===== src/rtl/clock_pkg.sv =====
// clock_pkg -- shared constants and types for the calendar month/year block.
//   SELECT_*_CODE : default select_item codes that put month / year into edit
//   MONTH_MAX     : last month of the year
//   YEAR_MAX      : last representable year before wrapping to 0
//   month_t/year_t: storage types for month (4 bit) and year (14 bit)
//   step_e        : pending edit step direction
package clock_pkg;

    typedef logic [3:0]  month_t;
    typedef logic [13:0] year_t;

    localparam logic [2:0] SELECT_MONTH_CODE = 3'b100;
    localparam logic [2:0] SELECT_YEAR_CODE  = 3'b101;

    localparam month_t MONTH_MAX = 4'd12;
    localparam year_t  YEAR_MAX  = 14'd9999;

    typedef enum logic [1:0] {
        STEP_NONE = 2'd0,
        STEP_UP   = 2'd1,
        STEP_DOWN = 2'd2
    } step_e;

endpackage


===== src/rtl/leap_calc.sv =====
// leap_calc -- Gregorian leap flag without a divider.
// Keeps year mod 4, mod 100 and mod 400 as residue registers that move in
// lock-step with the year register of the parent.
// Ports:
//   clk_1Hz : clock, rising edge
//   rst_n   : synchronous active-low reset, loads residues of YEAR_RST
//   inc     : year is being incremented by one this edge (no wrap)
//   dec     : year is being decremented by one this edge (no wrap)
//   load    : year is wrapping; year holds the new value (0 or YEAR_MAX)
//   year    : next year value, only inspected on load
//   leap    : leap flag for the current (registered) year
module leap_calc
    import clock_pkg::*;
#(
    parameter year_t YEAR_RST = 14'd2000
) (
    input  logic  clk_1Hz,
    input  logic  rst_n,
    input  logic  inc,
    input  logic  dec,
    input  logic  load,
    input  year_t year,
    output logic  leap
);

    // Residues of constants are folded at elaboration; no runtime divide.
    localparam logic [1:0] R4_RST   = 2'(YEAR_RST % 14'd4);
    localparam logic [6:0] R100_RST = 7'(YEAR_RST % 14'd100);
    localparam logic [8:0] R400_RST = 9'(YEAR_RST % 14'd400);
    localparam logic [1:0] R4_MAX   = 2'(YEAR_MAX % 14'd4);
    localparam logic [6:0] R100_MAX = 7'(YEAR_MAX % 14'd100);
    localparam logic [8:0] R400_MAX = 9'(YEAR_MAX % 14'd400);

    logic [1:0] r4_q;
    logic [6:0] r100_q;
    logic [8:0] r400_q;

    always_ff @(posedge clk_1Hz) begin
        if (!rst_n) begin
            r4_q   <= R4_RST;
            r100_q <= R100_RST;
            r400_q <= R400_RST;
        end else if (load) begin
            // Only the two wrap endpoints are ever loaded.
            if (year == '0) begin
                r4_q   <= '0;
                r100_q <= '0;
                r400_q <= '0;
            end else begin
                r4_q   <= R4_MAX;
                r100_q <= R100_MAX;
                r400_q <= R400_MAX;
            end
        end else if (inc) begin
            r4_q   <= r4_q + 2'd1;
            r100_q <= (r100_q == 7'd99)  ? 7'd0 : r100_q + 7'd1;
            r400_q <= (r400_q == 9'd399) ? 9'd0 : r400_q + 9'd1;
        end else if (dec) begin
            r4_q   <= r4_q - 2'd1;
            r100_q <= (r100_q == 7'd0) ? 7'd99  : r100_q - 7'd1;
            r400_q <= (r400_q == 9'd0) ? 9'd399 : r400_q - 9'd1;
        end
    end

    assign leap = (r4_q == 2'd0) && ((r100_q != 7'd0) || (r400_q == 9'd0));

endmodule


===== src/rtl/month_year.sv =====
// month_year -- month (1..12) and year (0..9999) counter with key editing.
// Counts on the upstream day carry, edits via up/down keys when select_item
// names the month or the year, and flags the 9999->0 rollover.
// Optional feature: define KEY_REPEAT_EN for auto-repeat of held edit keys.
// Ports:
//   clk_1Hz     : clock, rising edge
//   rst_n       : synchronous active-low reset
//   en_1        : count enable
//   carry_in    : day-rollover pulse
//   up, down    : synchronised edit keys (levels)
//   select_item : item under edit
//   month_bin   : registered month 1..12
//   year_bin    : registered year 0..9999
//   leap_year   : leap flag for year_bin
//   carry_out   : one-cycle pulse on count-driven 9999->0 rollover
module month_year
    import clock_pkg::*;
#(
    parameter logic [2:0]  SELECT_MONTH = SELECT_MONTH_CODE,
    parameter logic [2:0]  SELECT_YEAR  = SELECT_YEAR_CODE,
    parameter logic [13:0] YEAR_RST     = 14'd2000
) (
    input  logic        clk_1Hz,
    input  logic        rst_n,
    input  logic        en_1,
    input  logic        carry_in,
    input  logic        up,
    input  logic        down,
    input  logic [2:0]  select_item,
    output logic [3:0]  month_bin,
    output logic [13:0] year_bin,
    output logic        leap_year,
    output logic        carry_out
);

    month_t month_q, month_d;
    year_t  year_q,  year_d;
    logic   carry_q, carry_d;
    logic   up_q, down_q;
    step_e  step_q, step_d;
    logic   step_year_q, step_year_d;

    logic edit_month, edit_year, edit_mode;
    logic up_rise, dn_rise;
    logic req_up, req_dn;
    logic count;
    logic leap_inc, leap_dec, leap_load;

    assign edit_month = (select_item == SELECT_MONTH);
    assign edit_year  = (select_item == SELECT_YEAR);
    assign edit_mode  = edit_month || edit_year;
    assign up_rise    = up   && !up_q;
    assign dn_rise    = down && !down_q;
    assign count      = en_1 && carry_in && !edit_mode;

`ifdef KEY_REPEAT_EN
    logic [1:0] up_cnt_q, up_cnt_d, dn_cnt_q, dn_cnt_d;
    logic       up_arm_q, up_arm_d, dn_arm_q, dn_arm_d;
    logic [2:0] sel_q;
    logic       hold_ok, up_rep, dn_rep;

    // A key is armed by a rising edge accepted in edit mode; while it stays
    // held on the same item the counter saturates at 3 and, once it has
    // seen two held cycles, each further held cycle requests a step.
    always_comb begin
        hold_ok  = edit_mode && (select_item == sel_q);
        up_arm_d = 1'b0;
        up_cnt_d = '0;
        dn_arm_d = 1'b0;
        dn_cnt_d = '0;
        if (edit_mode && up_rise) begin
            up_arm_d = 1'b1;
        end else if (up && up_q && hold_ok && up_arm_q) begin
            up_arm_d = 1'b1;
            up_cnt_d = (up_cnt_q == 2'd3) ? 2'd3 : up_cnt_q + 2'd1;
        end
        if (edit_mode && dn_rise) begin
            dn_arm_d = 1'b1;
        end else if (down && down_q && hold_ok && dn_arm_q) begin
            dn_arm_d = 1'b1;
            dn_cnt_d = (dn_cnt_q == 2'd3) ? 2'd3 : dn_cnt_q + 2'd1;
        end
        up_rep = up   && up_q   && hold_ok && up_arm_q && up_cnt_q[1];
        dn_rep = down && down_q && hold_ok && dn_arm_q && dn_cnt_q[1];
    end

    always_ff @(posedge clk_1Hz) begin
        if (!rst_n) begin
            up_cnt_q <= '0;
            dn_cnt_q <= '0;
            up_arm_q <= 1'b0;
            dn_arm_q <= 1'b0;
            sel_q    <= '0;
        end else begin
            up_cnt_q <= up_cnt_d;
            dn_cnt_q <= dn_cnt_d;
            up_arm_q <= up_arm_d;
            dn_arm_q <= dn_arm_d;
            sel_q    <= select_item;
        end
    end

    assign req_up = (edit_mode && up_rise) || up_rep;
    assign req_dn = (edit_mode && dn_rise) || dn_rep;
`else
    assign req_up = edit_mode && up_rise;
    assign req_dn = edit_mode && dn_rise;
`endif

    always_comb begin
        step_d      = STEP_NONE;
        step_year_d = edit_year;
        if (req_up && !req_dn) begin
            step_d = STEP_UP;
        end else if (req_dn && !req_up) begin
            step_d = STEP_DOWN;
        end

        month_d   = month_q;
        year_d    = year_q;
        carry_d   = 1'b0;
        leap_inc  = 1'b0;
        leap_dec  = 1'b0;
        leap_load = 1'b0;

        // A pending edit step wins over a coincident count step.
        if (step_q != STEP_NONE) begin
            if (step_year_q) begin
                if (step_q == STEP_UP) begin
                    if (year_q == YEAR_MAX) begin
                        year_d    = '0;
                        leap_load = 1'b1;
                    end else begin
                        year_d   = year_q + 14'd1;
                        leap_inc = 1'b1;
                    end
                end else begin
                    if (year_q == '0) begin
                        year_d    = YEAR_MAX;
                        leap_load = 1'b1;
                    end else begin
                        year_d   = year_q - 14'd1;
                        leap_dec = 1'b1;
                    end
                end
            end else begin
                if (step_q == STEP_UP) begin
                    month_d = (month_q == MONTH_MAX) ? 4'd1 : month_q + 4'd1;
                end else begin
                    month_d = (month_q == 4'd1) ? MONTH_MAX : month_q - 4'd1;
                end
            end
        end else if (count) begin
            if (month_q == MONTH_MAX) begin
                month_d = 4'd1;
                if (year_q == YEAR_MAX) begin
                    year_d    = '0;
                    leap_load = 1'b1;
                    carry_d   = 1'b1;
                end else begin
                    year_d   = year_q + 14'd1;
                    leap_inc = 1'b1;
                end
            end else begin
                month_d = month_q + 4'd1;
            end
        end
    end

    always_ff @(posedge clk_1Hz) begin
        if (!rst_n) begin
            month_q     <= 4'd1;
            year_q      <= YEAR_RST;
            carry_q     <= 1'b0;
            up_q        <= 1'b0;
            down_q      <= 1'b0;
            step_q      <= STEP_NONE;
            step_year_q <= 1'b0;
        end else begin
            month_q     <= month_d;
            year_q      <= year_d;
            carry_q     <= carry_d;
            up_q        <= up;
            down_q      <= down;
            step_q      <= step_d;
            step_year_q <= step_year_d;
        end
    end

    leap_calc #(
        .YEAR_RST (YEAR_RST)
    ) u_leap (
        .clk_1Hz (clk_1Hz),
        .rst_n   (rst_n),
        .inc     (leap_inc),
        .dec     (leap_dec),
        .load    (leap_load),
        .year    (year_d),
        .leap    (leap_year)
    );

    assign month_bin = month_q;
    assign year_bin  = year_q;
    assign carry_out = carry_q;

endmodule


===== config.mk =====
export PLATFORM = sky130hd
export DESIGN_NAME = month_year
export DESIGN_NICKNAME = d
export VERILOG_FILES = /design/src/rtl/clock_pkg.sv /design/src/rtl/leap_calc.sv /design/src/rtl/month_year.sv
export SDC_FILE = /design/constraint.sdc
export NUM_CORES = 1
export LEC_CHECK = 0
export CAP_MARGIN = 5
export CORE_MARGIN = 3
export CORE_UTILIZATION = 45
export CTS_CLUSTER_DIAMETER = 40
export DETAILED_ROUTE_END_ITERATION = 8
export GPL_ROUTABILITY_DRIVEN = 0
export PLACE_DENSITY = 0.71
export SLEW_MARGIN = 20
export SYNTH_ARGS = -nofsm -noshare
export SYNTH_HDL_FRONTEND = slang
export SYNTH_SLANG_ARGS = --single-unit
export TNS_END_PERCENT = 10

===== constraint.sdc =====
create_clock -name clk_1Hz -period 2.9 [get_ports clk_1Hz]
set_clock_uncertainty 0.15 [all_clocks]
set_input_delay 0.58 -clock clk_1Hz [delete_from_list [all_inputs] [get_ports clk_1Hz]]
set_output_delay 0.58 -clock clk_1Hz [all_outputs]
set_load 0.02 [all_outputs]

Yosys cells after proc, flatten, opt, wreduce, memory -nomap -nowiden
Cells that the tools add are included.

storage, ports and cells
  word-level logic and storage cells = 107
  output and inout port bits = 20
  flip-flop bits (word level) = 42

operators by class
  mux-type cells = 48
  eq/ne operators = 9
  bitwise logic cells = 1
  add/sub/neg operators = 10
  reductions and logical operators = 28

operators with widths
  cell                   count
  $mux 14                7
  $mux 9                 6
  $mux 7                 6
  $logic_not 14->1       2
  $mux 4                 6
  $mux 1                 18
  $add 14x1->14 const B  1
  $eq 14x14->1 const B   1
  $sub 14x1->14 const B  1
  $mux 2                 5
  $add 9x1->9 const B    1
  $eq 9x9->1 const B     1
  $logic_and 1x1->1      9
  $logic_not 9->1        1
  $sub 9x1->9 const B    1
  $add 7x1->7 const B    1
  $eq 7x7->1 const B     1
  $logic_not 7->1        1
  $reduce_bool 7->1      1
  $sub 7x1->7 const B    1
  $eq 3x3->1 const B     2
  $logic_not 1->1        5
  $add 4x1->4 const B    1
  $eq 4x1->1 const B     1
  other kinds (13)       16

Longest topological paths before layout
Gate-level depths: netlist (run 1).

  depth after elaboration = 9
  depth in mapped cells = 12

Cells and area by module
A second synthesis (run 1) with hierarchy kept.

second synthesis, totals
  cells, all modules = 490
  area total of the unflattened synthesis = 3661.0 µm²

by module, submodules not included
  module      area each (µm²)  cells an instance  instances  sequential area each (µm²)
  month_year  2129.5           285                1          480.5
  leap_calc   1531.5           205                1          360.3

Least setup slack after synthesis (run 1)
OpenSTA, ideal clock, no wires.

  path kind = register to output
  start = register u_leap.r400_q[0]
  end = output leap_year
  required time = 2.170 ns
  slack = -0.152 ns
  cell stages (with the launch flop) = 7
  buffers on the path = 0
  data arrival time = 2.322 ns
  cell sequence = dfxtp_1 > inv_1 > ha_1 > nor3b_1 > or3b_2 > or2_2 > a311oi_1

on the way
  cells in the longest elaborated chain, start to end = 3

RTL lines
  element                   line              RTL
  start: declaration        leap_calc.sv:36   logic [8:0] r400_q;
  start signal: assignment  leap_calc.sv:57   r400_q <= (r400_q == 9'd399) ? 9'd0 : r400_q + 9'd1;
  start signal: assignment  leap_calc.sv:61   r400_q <= (r400_q == 9'd0) ? 9'd399 : r400_q - 9'd1;
  $logic_not 9->1           leap_calc.sv:65   assign leap = (r4_q == 2'd0) && ((r100_q != 7'd0) || (r400_q == 9'd0));
  $logic_or 1x1->1          leap_calc.sv:65
  $logic_and 1x1->1         leap_calc.sv:65
  end: declaration          month_year.sv:32  output logic leap_year,

Every way passes these cells.

Worst setup path in the final report (run 1)
  start = register u_leap.r400_q[1]
  end = output leap_year

The elaborated chain is that of the path after synthesis.

==> metrics.md, run 1 <==
| Metric | Value |
|---|---|
| RSZ-0062 raised after global routing | yes |
| Max cap viols | 0 |
| Synth Area per Inst | 7.15 sq um |
| Ant. Diodes | 0 |
| Hold path depth | 1 |
| Worst hold endpoint | step_q[0] |
| Combinational share of power | 18.7% |
| Placeable Area | 0.00733 sq mm |
| Final setup fails | 0 |
| Post-synth EDFFs | 0 |
| Cells on worst reg2reg path | 9 |
| GR Overflow Total | 0 |
| Max-slew headroom | 56.4% |
| Crit start category | register |
| DP Wirelength | 8090 um |
| Synth warnings | 0 |
| Via count of the first global-routing pass | 3776 |
| Synth Instances | 479 |
| CTS max path bufs | 2 |
| Crit Path Max Fanout | 2 |
| Initial Utilization | 46.7% |
| WP data arrival | 2.13 ns |
| Fin crit share | 98.7% |
| CTS Buf Count | 5 |
| Drt drc | 0 |
| Seq/Total Area, Yosys | 24.5% |
| CTS Sinks | 42 |
| Gr usage total | 25.4% |
| Clk network pwr share | 32.7% |
| Multi-input gate area | 0.00244 sq mm |
| Worst-path clk slew | 0.09 ns |
| Post-synth ARST share | 0% |
| Share of layout cells above drive strength 1 | 20.0% |
| Number of fill cells in the layout | 655 |
| Via count | 4138 |
| Netlist Area Pre-Place | 0.00343 sq mm |
| CTS tree | done |
| Core Rows | 31 |
| Non-filler instance count after layout | 648 |
| Worst Tran Pin Value | 0.652 ns |
| Initial antenna violation count | 0 |
| Largest net degree at the start of global routing | 26 |
| Post-DP Area | 0.00420 sq mm |
| Ys flop type | dfxtp_1 |
| Full die area | 0.00870 sq mm |
| Register area | 843 sq um |
| Outcome | finished, final reports clean |
| Worst slack at placement | -0.347 ns |
| Nature of the critical path endpoint | primary output |
| Hold crit path type | reg2reg |
| TNS Setup | 0 ns |
| Maximum vdd drop | 199 uV |
| Sequential fraction of design power | 48.6% |
| Post-CTS setup buffers | 0 |
| FF+latch count, synth | 42 |
| Die Y | 93.3 um |
| Routed vias/inst | 6.39 |
| Reg-to-Reg End | u_leap.r400_q[8] |
| Root Buffer | clkbuf_8 |
| Final hold vios | 0 |
| Placed Instances | 640 |
| Fmax | 349 MHz |
| Clock latency on the worst-skew pair | 0.31 ns |
| Mapped Nets | 497 |
| Pre-Repair DR Iteration Count | 7 |
| Sw Ratio | 30.6% |
| Area grow syn2layout | 27.4% |
| Cell variety after synth | 71 |
| First-pass GRT wire length | 18000 um |
| Hold Startpoint | up_q |
| I/O pins | 29 |
| Worst path required time | 2.17 ns |
| Average wire per standard cell | 17.2 um |
| Design area | 0.00436 sq mm |
| Crit Reg-Reg Startpoint | year_bin[3] |
| Reg-to-reg slack, setup | 0.12 ns |
| Fin. max-slew vios | 0 |
| Clock period minus worst slack | 2.86 ns |
| Drt total wl | 11200 um |
| Nets | 566 |
| Buffers on Ports | 28 |
| Final ANT Viol Nets | 0 |
| Lkg Pwr | 1.66 nW |
| Final Core Density | 59.5% |
| Switching power | 0.381 mW |
| Die X | 93.3 um |
| Power Density | 285 mW/mm^2 |
| CTS H-tree lvls | 2 |
| Crit path kind | reg2out |
| Final setup margin | 0.0381 ns |
| 1st-iter DRT viols | 369 |
| Power Internal | 0.865 mW |
## what timing repair did
action | CTS | global route
pin swaps | 2 | 3
endpoints found under the setup margin | 2 | 5
hold buffers | 0 | 0
gates cloned | 0 | 0
gates resized for setup | 8 | 16
## area by class of cell
| cell class | instances | share of cell area, % |
|---|---|---|
| timing repair buffer | 98 | 18.4 |
| tap | 99 | 2.84 |
| multi-input combinational | 384 | 55.9 |
| clock inverter | 3 | 0.487 |
| clock buffer | 5 | 1.58 |
| inverter | 17 | 1.46 |
| sequential | 42 | 19.3 |
## critical path: stages (launching register included)
cell,delay [ns]
dfxtp_2,0.33
inv_2,0.07
ha_4,0.13
nor3b_4,0.19
or3b_4,0.40
or2_4,0.24
a311oi_2,0.28
buf_4,0.18
## flip-flops by register name, indices dropped and copies added (netlist names)
name	flops
carry_out	1
down_q	1
year_bin	14
u_leap.r4_q	2
month_bin	4
u_leap.r100_q	7
up_q	1
step_q	2
u_leap.r400_q	9
step_year_q	1
## power groups by stage
stage,sequential (mW),clock (mW),combinational [mW]
after floorplan,0.630,0,0.120
after global placement,0.617,0,0.222
after detailed placement,0.618,0,0.226
after CTS,0.604,0.411,0.227
after global routing,0.608,0.432,0.253
final,0.605,0.408,0.233
## logic make-up after synthesis
group / count (synthesis) / synth area share, %
AO/OA/AOI/OAI: 152 / 30.5
XOR/XNOR: 7 / 1.79
adder cells (fa/ha/maj): 9 / 3.29
buffers and inverters: 53 / 6.57
flip-flops: 42 / 24.5
multiplexers: 2 / 0.584
AND/OR/NAND/NOR: 214 / 32.7
## synth_stat cells (3+ instances only)
cell / instances / share of area, %
xnor2_1: 4 / 1.0
o31ai_1: 5 / 1.1
and3_1: 15 / 2.7
inv_1: 16 / 1.8
o2111a_1: 3 / 0.99
buf_6: 3 / 0.99
or3b_2: 3 / 0.77
nand3_1: 24 / 3.5
or2_2: 6 / 1.1
nor4_1: 10 / 1.8
a31oi_1: 11 / 2.0
o21ai_1: 5 / 0.73
nor3_1: 19 / 2.8
nand4_1: 8 / 1.5
a21oi_1: 32 / 4.7
a221oi_1: 10 / 2.6
clkbuf_1: 29 / 3.2
dfxtp_1: 42 / 25
buf_2: 3 / 0.44
a211oi_1: 12 / 2.6
nor2_1: 43 / 4.7
a22oi_1: 3 / 0.66
a311oi_1: 4 / 1.0
nand2b_1: 3 / 0.55
nor3b_1: 5 / 1.1
o211ai_1: 5 / 1.1
o21ai_0: 30 / 4.4
nand2_1: 44 / 4.8
nor2b_1: 5 / 0.91
xor2_1: 3 / 0.77
and4_1: 3 / 0.77
ha_1: 9 / 3.3
or3_1: 8 / 1.5
o311ai_0: 3 / 0.77
and2_1: 4 / 0.73
or4_1: 3 / 0.66
## placed cells by master (no fill, tap or decap), types with 4 or more instances in the layout
| cell | count |
|---|---|
| nor3_1 | 19 |
| dfxtp_1 | 40 |
| xnor2_1 | 4 |
| nand2_1 | 44 |
| nor2_1 | 43 |
| and3_1 | 15 |
| ha_1 | 8 |
| a31oi_1 | 11 |
| and2_1 | 4 |
| o21ai_0 | 30 |
| nor4_1 | 8 |
| nand3_1 | 22 |
| o31ai_1 | 5 |
| a21oi_1 | 32 |
| nor3b_1 | 4 |
| clkbuf_8 | 5 |
| o21ai_1 | 5 |
| o211ai_1 | 5 |
| clkdlybuf4s50_1 | 27 |
| buf_4 | 71 |
| inv_1 | 14 |
| or2_2 | 4 |
| a211oi_1 | 12 |
| or3_1 | 7 |
| nand4_1 | 8 |
| a221oi_1 | 9 |
| nor2b_1 | 4 |
## per-stage QoR
step | hold slack, ns | power [mW]
floorplan | 0.244 | 0.749
detailed placement | 0.261 | 0.843
global route | 0.316 | 1.29
CTS | 0.276 | 1.24
global placement | 0.253 | 0.839
finish | 0.275 | 1.25
## layer usage
metal  global-route usage [%]  share of wire (%)  vias to the layer above
met4                     10.7                2.8                        0
li1                         -                  -                     1952
met3                     4.83                 10                       36
met1                     34.4                 43                     1903
met2                     39.2                 45                      247
met5                        0                  0                        -
## worst max path at each step
stage                                  end              from  slack (ns)
after global placement           leap_year  u_leap.r400_q[0]       -0.23
after global routing             leap_year  u_leap.r400_q[1]       -0.07
final                            leap_year  u_leap.r400_q[1]        0.04
after floorplan           u_leap.r100_q[3]       year_bin[4]       -0.07
after detailed placement         leap_year  u_leap.r400_q[0]       -0.35
after CTS                        leap_year  u_leap.r400_q[0]      0.0004
Note: power is estimated with default switching activity, not from simulation.
==> run 2, diff against run 1 <==
- CORE_MARGIN: 3 -> 4
==> run 2 against run 1 <==
Sequential share of layout area shrank 0.37 points. Clock power grew 23%. Total power grew 7.6%. Via count grew 1.4%. Register-to-register slack lost 0.03 ns. Non-clock buffer count grew 5. Count of clock-buffer cells in the layout is the same. Worst hold slack gained 0.012 ns. Utilization grew 1.1 points. Highest routed layer unchanged.
==> metrics.md, run 2 (synthesis results as in run 1) <==
| Metric | Value |
|---|---|
| Lkg Pwr | 1.71 nW (was 1.66 nW) |
| Fin crit share | 96.8% (was 98.7%) |
| Drt total wl | 11300 um (was 11200 um) |
| Fin. max-slew vios | 0 (unchanged) |
| Clock period minus worst slack | 2.81 ns (was 2.86 ns) |
| DP Wirelength | 8200 um (was 8090 um) |
| Final Core Density | 60.6% (was 59.5%) |
| Reg-to-reg slack, setup | 0.09 ns (was 0.12 ns) |
| Maximum vdd drop | 290 uV (was 199 uV) |
| Die X | 95.3 um (was 93.3 um) |
| Outcome | finished, final reports clean (unchanged) |
| Cells on worst reg2reg path | 9 (unchanged) |
| Average wire per standard cell | 17.3 um (was 17.2 um) |
| Buffers on Ports | 28 (unchanged) |
| Power Internal | 0.959 mW (was 0.865 mW) |
| Drt drc | 0 (unchanged) |
| Nature of the critical path endpoint | register (was primary output) |
| Final Total Pwr | 1.34 mW (was 1.25 mW) |
| Placeable Area | 0.00733 sq mm (unchanged) |
| Final setup fails | 0 (unchanged) |
| Combinational share of power | 17.5% (was 18.7%) |
| Sequential fraction of design power | 45.1% (was 48.6%) |
| CTS tree | done (unchanged) |
| Share of layout cells above drive strength 1 | 20.9% (was 20.0%) |
| First-pass GRT wire length | 18600 um (was 18000 um) |
| Core Rows | 31 (unchanged) |
| Fmax | 356 MHz (was 349 MHz) |
| Via count of the first global-routing pass | 3821 (was 3776) |
| Max cap viols | 0 (unchanged) |
| Worst Tran Pin Value | 0.612 ns (was 0.652 ns) |
| 1st-iter DRT viols | 451 (was 369) |
| GR Overflow Total | 0 (unchanged) |
| Area grow syn2layout | 29.7% (was 27.4%) |
| Max reg flops | 14 (unchanged) |
| Initial antenna violation count | 0 (unchanged) |
| Reg-to-Reg End | u_leap.r400_q[8] (unchanged) |
| Crit start category | register (unchanged) |
| Final ANT Viol Nets | 0 (unchanged) |
| Nets | 571 (was 566) |
| Clk network pwr share | 37.4% (was 32.7%) |
| Leading cell type in the layout, fill and taps excluded | buf_4 (unchanged) |
| Pre-Repair DR Iteration Count | 5 (was 7) |
| WP data arrival | 2.87 ns (was 2.13 ns) |
| CTS max path bufs | 2 (unchanged) |
| Worst path required time | 2.96 ns (was 2.17 ns) |
| Power Density | 302 mW/mm^2 (was 285 mW/mm^2) |
| Crit Reg-Reg Startpoint | year_bin[1] (was year_bin[3]) |
| Die Y | 95.3 um (was 93.3 um) |
| Hold crit path type | reg2reg (unchanged) |
| Hold path depth | 1 (unchanged) |
| Via count | 4197 (was 4138) |
| Final hold vios | 0 (unchanged) |
| CTS Sinks | 42 (unchanged) |
| Clock latency on the worst-skew pair | 0.31 ns (about the same) |
| Ant. Diodes | 0 (unchanged) |
| RSZ-0062 raised after global routing | no (was yes) |
| CTS Buf Count | 5 (unchanged) |
| Gr usage total | 25.3% (was 25.4%) |
| Most frequent cells in the layout | 75 x buf_4, 44 x nand2_1, 43 x nor2_1, 41 x dfxtp_1, 32 x a21oi_1 (was 71 x buf_4, 44 x nand2_1, 43 x nor2_1, 40 x dfxtp_1, 32 x a21oi_1) |
| Crit path kind | reg2reg (was reg2out) |
| CTS H-tree lvls | 2 (unchanged) |
| Hold Startpoint | up_q (unchanged) |
| Sw Ratio | 28.5% (was 30.6%) |
| Switching power | 0.382 mW (was 0.381 mW) |
| Max-slew headroom | 59.0% (was 56.4%) |
| Initial Utilization | 46.7% (unchanged) |
| Root Buffer | clkbuf_8 (unchanged) |
| Worst-path clk slew | 0.10 ns (was 0.09 ns) |
| I/O pins | 29 (unchanged) |
| Worst hold endpoint | step_q[0] (unchanged) |
| Largest net degree at the start of global routing | 26 (unchanged) |
| Full die area | 0.00907 sq mm (was 0.00870 sq mm) |
| Crit Path Max Fanout | 11 (was 2) |
| Routed vias/inst | 6.43 (was 6.39) |
run 2: metrics by stage:
step / instances / worst slack (ns) / instance area, sq um / hold WS, ns / TNS [ns]
2_1_floorplan: 479 / -0.0675 / 3430 / 0.244 / -0.0675
3_3_place_gp: 643 / -0.244 / 4240 / 0.251 / -0.464
3_5_place_dp: 643 / -0.323 / 4240 / 0.273 / -0.799
4_1_cts: 652 / 0.0318 / 4380 / 0.288 / 0
5_1_grt: 653 / 0.00949 / 4440 / 0.306 / 0
6_report: 653 / 0.0932 / 4440 / 0.287 / 0
run 2: worst max-delay path by stage:
stage                          start                to  slack, ns  cells after the start
floorplan                year_bin[4]  u_leap.r100_q[3]      -0.07                     12
global placement    u_leap.r400_q[0]         leap_year      -0.24                      7
detailed placement  u_leap.r400_q[0]         leap_year      -0.32                      7
CTS                 u_leap.r400_q[0]         leap_year       0.03                      7
global route            month_bin[1]  u_leap.r100_q[3]      0.009                     11
finish                   year_bin[1]  u_leap.r400_q[8]       0.09                      9
run 2: power by group through the flow:
stage,clock network (mW),logic (mW),registers (mW)
floorplan,0,0.120,0.630
global placement,0,0.222,0.617
detailed placement,0,0.227,0.618
CTS,0.508,0.229,0.604
global route,0.538,0.255,0.608
finish,0.501,0.235,0.605
run 2: repair_timing:
action,in CTS,in global routing
pin swaps,0,4
endpoints found under the setup margin,1,6
endpoints found under the hold margin,0,0
setup buffers,1,1
resized for setup,11,14
hold buffers,0,0
run 2: worst max-delay path, cell delays in order, from the launching register on:
cell	delay, ns
dfxtp_1	0.42
ha_1	0.22
nand3_2	0.20
or4_4	0.67
nand2_2	0.17
o21ai_1	0.08
a211oi_1	0.32
nor2b_1	0.17
and4_1	0.23
a21boi_1	0.06
run 2: layer usage:
layer | share of wire [%] | GRT usage, %
met1 | 43 | 35.3
met2 | 44 | 39.1
met3 | 10 | 4.89
met4 | 2.6 | 8.17
met5 | 0 | 0
run 2: area by class of cell:
type                    instances  area [sq um]
fillers                       652          2890
repair buffers                103           853
well taps                      99           124
multi-input cells             384          2440
clock buffers                   5          68.8
clock inverters                 3          48.8
flip-flops and latches         42           842
inverters                      17          63.8
